## src/rtl/fetch_pkg.sv

```systemverilog
// Shared constants and types for the instruction-fetch stage.
package fetch_pkg;

    localparam int XLEN = 32;
    localparam int INSTR_W = 32;

    // addi x0,x0,0: the canonical bubble placed in IF/ID on reset and flush.
    localparam logic [INSTR_W-1:0] NOP_INSTR_C = 32'h0000_0013;
    localparam logic [XLEN-1:0] RESET_PC_C = 32'h0000_0000;

    typedef struct packed {
        logic [XLEN-1:0]    pc;
        logic [INSTR_W-1:0] instr;
        logic               valid;
    } if_id_t;

endpackage

```

## src/rtl/pc_register.sv

```systemverilog
// Program-counter register: reset, redirect to an aligned target, hold, or step by 4.
module pc_register
    import fetch_pkg::*;
#(
    parameter logic [XLEN-1:0] RESET_PC = RESET_PC_C
) (
    input  logic            clk_i,
    input  logic            rst_i,
    input  logic            redirect_i,
    input  logic [XLEN-1:0] target_i,
    input  logic            hold_i,
    output logic [XLEN-1:0] pc_o
);

    logic [XLEN-1:0] pc_q;
    logic [XLEN-1:0] pc_d;
    logic            unused_target_lsbs;

    // Misaligned targets are not trapped; the low two bits are simply dropped.
    assign unused_target_lsbs = ^target_i[1:0];

    always_comb begin
        pc_d = pc_q;
        if (redirect_i) begin
            pc_d = {target_i[XLEN-1:2], 2'b00};
        end else if (!hold_i) begin
            pc_d = pc_q + 32'd4;
        end
    end

    always_ff @(posedge clk_i) begin
        if (rst_i) begin
            pc_q <= RESET_PC;
        end else begin
            pc_q <= pc_d;
        end
    end

    assign pc_o = pc_q;

endmodule

```

## src/rtl/if_stage.sv

```systemverilog
// Instruction-fetch stage: PC, imem address, IF/ID register.
// Optional performance counters are enabled with the FETCH_PERF_CNT_EN macro.
module if_stage
    import fetch_pkg::*;
#(
    parameter logic [XLEN-1:0]    RESET_PC  = RESET_PC_C,
    parameter logic [INSTR_W-1:0] NOP_INSTR = NOP_INSTR_C
`ifdef FETCH_PERF_CNT_EN
    ,
    parameter int CNT_W = 32
`endif
) (
    input  logic               clk_i,
    input  logic               rst_i,
    output logic [XLEN-1:0]    imem_addr_o,
    input  logic [INSTR_W-1:0] imem_data_i,
    input  logic               stall_i,
    input  logic               branch_taken_i,
    input  logic [XLEN-1:0]    branch_target_i,
    output logic [XLEN-1:0]    if_id_pc_o,
    output logic [INSTR_W-1:0] if_id_instr_o,
    output logic               if_id_valid_o
`ifdef FETCH_PERF_CNT_EN
    ,
    output logic [CNT_W-1:0]   stall_cnt_o,
    output logic [CNT_W-1:0]   flush_cnt_o
`endif
);

    logic [XLEN-1:0] pc;
    if_id_t          if_id_q;
    if_id_t          if_id_d;

    // A taken branch overrides a stall, so the PC only holds on a plain stall.
    pc_register #(
        .RESET_PC(RESET_PC)
    ) u_pc_register (
        .clk_i      (clk_i),
        .rst_i      (rst_i),
        .redirect_i (branch_taken_i),
        .target_i   (branch_target_i),
        .hold_i     (stall_i),
        .pc_o       (pc)
    );

    assign imem_addr_o = pc;

    always_comb begin
        if_id_d = if_id_q;
        if (branch_taken_i) begin
            if_id_d = '{pc: '0, instr: NOP_INSTR, valid: 1'b0};
        end else if (!stall_i) begin
            if_id_d = '{pc: pc, instr: imem_data_i, valid: 1'b1};
        end
    end

    always_ff @(posedge clk_i) begin
        if (rst_i) begin
            if_id_q <= '{pc: '0, instr: NOP_INSTR, valid: 1'b0};
        end else begin
            if_id_q <= if_id_d;
        end
    end

    assign if_id_pc_o    = if_id_q.pc;
    assign if_id_instr_o = if_id_q.instr;
    assign if_id_valid_o = if_id_q.valid;

`ifdef FETCH_PERF_CNT_EN
    logic [CNT_W-1:0] stall_cnt_q, stall_cnt_d;
    logic [CNT_W-1:0] flush_cnt_q, flush_cnt_d;

    // Both counters saturate rather than wrap.
    always_comb begin
        stall_cnt_d = stall_cnt_q;
        flush_cnt_d = flush_cnt_q;
        if (stall_i && !branch_taken_i && (stall_cnt_q != '1)) begin
            stall_cnt_d = stall_cnt_q + 1'b1;
        end
        if (branch_taken_i && (flush_cnt_q != '1)) begin
            flush_cnt_d = flush_cnt_q + 1'b1;
        end
    end

    always_ff @(posedge clk_i) begin
        if (rst_i) begin
            stall_cnt_q <= '0;
            flush_cnt_q <= '0;
        end else begin
            stall_cnt_q <= stall_cnt_d;
            flush_cnt_q <= flush_cnt_d;
        end
    end

    assign stall_cnt_o = stall_cnt_q;
    assign flush_cnt_o = flush_cnt_q;
`endif

endmodule

```

## config.mk

```make
export PLATFORM = sky130hd
export DESIGN_NAME = if_stage
export DESIGN_NICKNAME = d
export VERILOG_FILES = /design/src/rtl/fetch_pkg.sv /design/src/rtl/pc_register.sv /design/src/rtl/if_stage.sv
export SDC_FILE = /design/constraint.sdc
export NUM_CORES = 1
export LEC_CHECK = 0
export CORE_MARGIN = 2
export CORE_UTILIZATION = 45
export CTS_BUF_LIST = sky130_fd_sc_hd__clkbuf_4 sky130_fd_sc_hd__clkbuf_8
export DETAILED_ROUTE_END_ITERATION = 16
export GPL_TIMING_DRIVEN = 0
export PLACE_DENSITY = 0.9
export SLEW_MARGIN = 20
export SYNTH_ARGS = -nofsm -noshare
export SYNTH_HDL_FRONTEND = slang
export SYNTH_HIERARCHICAL = 1
export SYNTH_SLANG_ARGS = --single-unit
```

## constraint.sdc

```tcl
create_clock -name clk_i -period 2.65 [get_ports clk_i]
set_input_delay 0.265 -clock clk_i [delete_from_list [all_inputs] [get_ports clk_i]]
set_output_delay 0.265 -clock clk_i [all_outputs]
set_load 0.05 [all_outputs]
```

* After elaboration in Yosys (flattened, before gate mapping)
Cells that the tools add are included.
** Operators by class
- Multiplexer cells :: 2
- Reduce and logical (&&, ||, !) cells :: 1
- Add/subtract/negate cells :: 1
- Equality and inequality tests :: 1
** Operators by type and width (number)
- $mux 32 :: 2
- $add 32x3->32 const B :: 1
- $ne 2x1->1 const B :: 1
- $reduce_or 2->1 :: 1
** Storage, ports and cells
- Bits of input ports :: 68
- Word-level logic and storage cells :: 10
- Register bits :: 97

* Depth between registers and ports, before layout
- Depth in word-level cells :: 3
- Mapped depth :: 5
- Gate-level depth less buffers :: 5

* Cells and area by module
Netlist, hierarchy kept.
** Modules (own cells, without submodules)
- if_stage :: instances 1, area an instance 2333.5 um2, cells an instance 211, sequential area each 1301.2 um2
- pc_register :: instances 1, area an instance 1779.2 um2, cells an instance 220, sequential area each 600.6 um2

* Worst setup path before layout
No wires, ideal clock.
- Kind :: register to register
- From :: register u_pc_register.pc_q[14] (netlist: u_pc_register/pc_o[14])
- To :: register u_pc_register.pc_q[28] (netlist: u_pc_register/pc_o[28])
- Data arrival time :: 2258 ps
- Library setup time :: 112 ps
- Setup slack :: 280 ps
- Data required time :: 2538 ps
- Buffers on the path :: 0
- Stages on the path, launching flop included :: 5
- Path through :: dfxtp_1 nand4_1 or4_4 or3_1 a2111oi_1
** Between the ends
- Longest elaborated chain between the ends :: 3
** Ends and longest elaborated chain
- start: declaration :: line pc_register.sv:15 : logic [XLEN-1:0] pc_q;
- start signal: assignment :: line pc_register.sv:35 : pc_q <= pc_d;
- $add 32x3->32 :: line pc_register.sv:27 : pc_d = pc_q + 32'd4;
- $mux 32 :: line pc_register.sv:26 : end else if (!hold_i) begin
- $mux 32 :: line pc_register.sv:24 : if (redirect_i) begin
Every way passes these cells. The select of a mux whose other input is x is not followed.
A chain may end at the register's enable or synchronous reset.

* Worst setup path in the final report
- From :: register u_pc_register.pc_q[15] (netlist: u_pc_register/pc_o[15])
- To :: register u_pc_register.pc_q[23] (netlist: u_pc_register/pc_o[23])
Same word-level chain as after synthesis.

==> results.yml <==
logic_synthesis:
  netlist-cell-type-count: 47
  syn_inst: 431
  dominantRegCellSynth: "dfxtp_1"
  fraction_of_registers_with_async_set_or_reset_after_synthesis_pct: 0
  yosysSeqAreaShare_pct: 46.2
  post_synth_instance_area_mm2: 0.00411
  synth_area_leaders: "dfxtp_1, mux2i_1, nor2_1, a211oi_1, buf_6"
  yosys_warnings: 6
  synth_edf_count: 0
  muxShareOfSynthArea_pct: 15.8
  synth_top_family_by_area: "simple AND/OR/NAND/NOR gates"
  ys_ff_latch: 95
  yosysTopAreaCellShare_pct: 46.2
  synth-adder-area-share_pct: 0.304
  synth-xor-area-share_pct: 2.13
  synth_top_cell_by_area: "dfxtp_1"
  yosys.area_share.simple_pct: 21.5
  synth.avg_cell_area_um2: 9.54
  share_of_the_synthesized_area_in_compound_gates_ao_oa_aoi_oai_pct: 8.58
timing:
  final_critical_path_setup_slack_ns: 0.257
  portion_of_the_clock_cycle_consumed_by_the_worst_path_in_the_final_layout_pct: 90.3
  worst_slew_margin_rel_pct: 35.2
  slew_viol_final: 0
  timing.setup.tns_ns: 0
  timing.final.hold_violations: 0
  hold_slack_ns: 0.251
  skew_ns: 0.00841
  tightestPinTransition_ns: 0.963
  max_freq_ghz: 0.418
  finalCriticalPeriod_ns: 2.39
  grt_setup_unrepaired: "no"
  setup_viol_count_final: 0
placed_design:
  placement.setup.worst_slack_ns: 0.321
  globalplace.congestion: 0.874
  hpwl_reported_at_the_end_of_detailed_placement_um: 8980
  buffer_ports.inserted: 159
  post-place-cells: 699
drt:
  drtAntennaViolNets: 0
  dr.pass1.iters: 8
  via_to_cell_ratio: 5.47
  routed_wire_length_per_instance_um: 16.6
  drt_first_iter_violations: 262
  detail_route.drc_violations: 0
  via_count: 3910
  routed_wirelength_um: 11900
final_layout:
  antenna_cells_inserted: 0
  area_growth_pct: 47.2
  layout-drive-gt1-share_pct: 6.75
  final-instance-count-excl-fill: 715
  final_net_count: 671
  final_util_pct: 68.8
setup_path:
  cp.required_ns: 2.88
  criticalPathCategory: "register to register"
  r2r_slack_ns: 0.26
  slowest_stage: "nor3_1"
  crit_path_start: "u_pc_register/pc_o[15]"
  critical_path.reg2reg.startpoint: "u_pc_register/pc_o[15]"
  crit_end_category: "register"
  critical_path_peak_fanout: 8
  worstSetupStartpointType: "register"
  crit_path_cell_trace: "nand4_1 > nor3_1 > a311oi_1 > a2111oi_0"
  critical-path-max-stage-delay_ns: 0.77
  cp_num_buf_inv: 0
  critical_path_arrival_ns: 2.62
  timing.critical_path.max_delay_family: "simple AND/OR/NAND/NOR gates"
flow_run:
  cap_violations: 0
die:
  starting_utilization_of_the_core_area_pct: 46.7
  boundaryPins: 165
  dieHeight_um: 99.6
  design.die.area_mm2: 0.00992
  floorplan.die.width_um: 99.6
  core_mm2: 0.00881
  number_of_core_rows: 34
hold_path:
  timing.hold.worst.start: "stall_i"
  hp-class: "input pin to register"
grt:
  grt.overflow.total: 0
  grt_start_max_net_pins: 18
  first_pass_grt_wire_length_um: 19000
  antenna_violations_before_repair: 0
  first_global_vias: 3762
  grt_use_total_pct: 23.8
clocking:
  later_pin_clock_latency_in_the_skew_report_ns: 0.35
  numCtsBuffers: 9
  tritoncts: "built"
  cts.repair.resized: 0
  clockRootBuffer: "clkbuf_8"
  clk_pin_slew_ns: 0.10
  cts-root-to-sink-buffers: 2
  post_cts_setup_repair_bufs: 0
  cts_hold_buf: 0
  clock-sinks: 95
  htree_num_levels: 3
run_status:
  run_status: "complete, no violations"
pwr:
  cellPowerDensity_mw_per_mm2: 534
  irDropWorstVdd_mv: 0.273
  leakagePower_nw: 2.33
## per-stage QoR
stage	area (um^2)	power, mW
final	6060	3.24
after global routing	6060	3.36
after CTS	6060	3.26
after detailed placement	5840	2.25
after global placement	5840	2.23
after floorplan	4120	1.97
## where the power goes
group / internal [mW] / switching (mW)
logic: 0.278 / 0.381
registers: 1.49 / 0.0761
clock network: 0.479 / 0.535
total: 2.24 / 0.992
## cells in the mapped netlist, types with 4 or more instances
library cell / number
dfxtp_1: 95
nor2_1: 85
mux2i_1: 65
nand2_1: 16
a211oi_1: 12
inv_1: 11
a311oi_1: 9
and4_1: 9
nand4_1: 9
buf_6: 8
nor3_1: 8
nor4_1: 8
or3_1: 8
a2111oi_0: 7
clkbuf_1: 7
o21ai_0: 7
a21oi_1: 6
buf_2: 5
xnor2_1: 5
xor2_1: 5
buf_1: 4
nand3_1: 4
nor2_2: 4
## state kept, by name, indices dropped and copies added, names as in the netlist
register            flops
if_id_instr_o          32
if_id_pc_o             32
if_id_valid_o           1
u_pc_register/pc_o     30
## cell type report
cell class                 instances  area (um^2)
fill                             707         2750
multi-input combinational        299         1990
sequential                        95         1900
timing repair buffer             159         1590
buffer                            27          179
clock buffer                      10          138
tap                              108          135
clock inverter                     6         75.1
inverter                          11         41.3
## worst register-to-register path, stage by stage (launching register included)
cell	delay (ns)
dfxtp_1	0.51
nand4_1	0.31
nor3_1	0.77
a311oi_1	0.24
a2111oi_0	0.43
## kinds of logic (layout without fill, tap and decap cells)
logic type               Yosys count  after routing
other                              1              2
flip-flops                        95             95
adder cells (fa/ha/maj)            1              1
XOR/XNOR                          10             10
buffers and inverters             38            213
AND/OR/NAND/NOR                  173            173
AO/OA/AOI/OAI                     48             48
multiplexers                      65             65
## layout by cell type (no fill, tap or decap), types with 2 or more instances in the layout
| master | n |
|---|---|
| o21ai_0 | 7 |
| clkbuf_1 | 7 |
| nor4_1 | 8 |
| a211oi_1 | 12 |
| nor2_1 | 85 |
| a21oi_1 | 6 |
| and3_1 | 3 |
| clkbuf_8 | 10 |
| xor2_1 | 5 |
| nand2_1 | 16 |
| buf_1 | 4 |
| nor3_1 | 8 |
| nor2_2 | 4 |
| a2111oi_0 | 7 |
| buf_4 | 3 |
| dfxtp_1 | 95 |
| buf_6 | 8 |
| nand3_1 | 4 |
| and4_1 | 9 |
| buf_2 | 5 |
| mux2i_1 | 65 |
| or3_1 | 8 |
| clkdlybuf4s50_1 | 159 |
| nand4_1 | 9 |
| o31ai_1 | 2 |
| nor2b_1 | 3 |
| inv_1 | 11 |
| nand4b_1 | 2 |
| xnor2_1 | 5 |
| inv_6 | 3 |
| conb_1 | 2 |
| a311oi_1 | 9 |
| nand2b_1 | 2 |
| or4_4 | 2 |
## layer usage
layer	GRT usage, %	share of wire (%)	vias to the layer above
met1	29.9	42	1810
li1	-	-	1876
met4	9.27	2.1	0
met5	0	0	-
met2	40.9	49	200
met3	3.58	7.0	24
## worst paths after layout
check	to	cells after the start
worst min register to register	if_id_valid_o	2
worst max register to register	u_pc_register/pc_o[23]	4
worst min-delay path	if_id_instr_o[31]	3
worst max-delay path	u_pc_register/pc_o[23]	4
(Power assumes the default switching activity.)
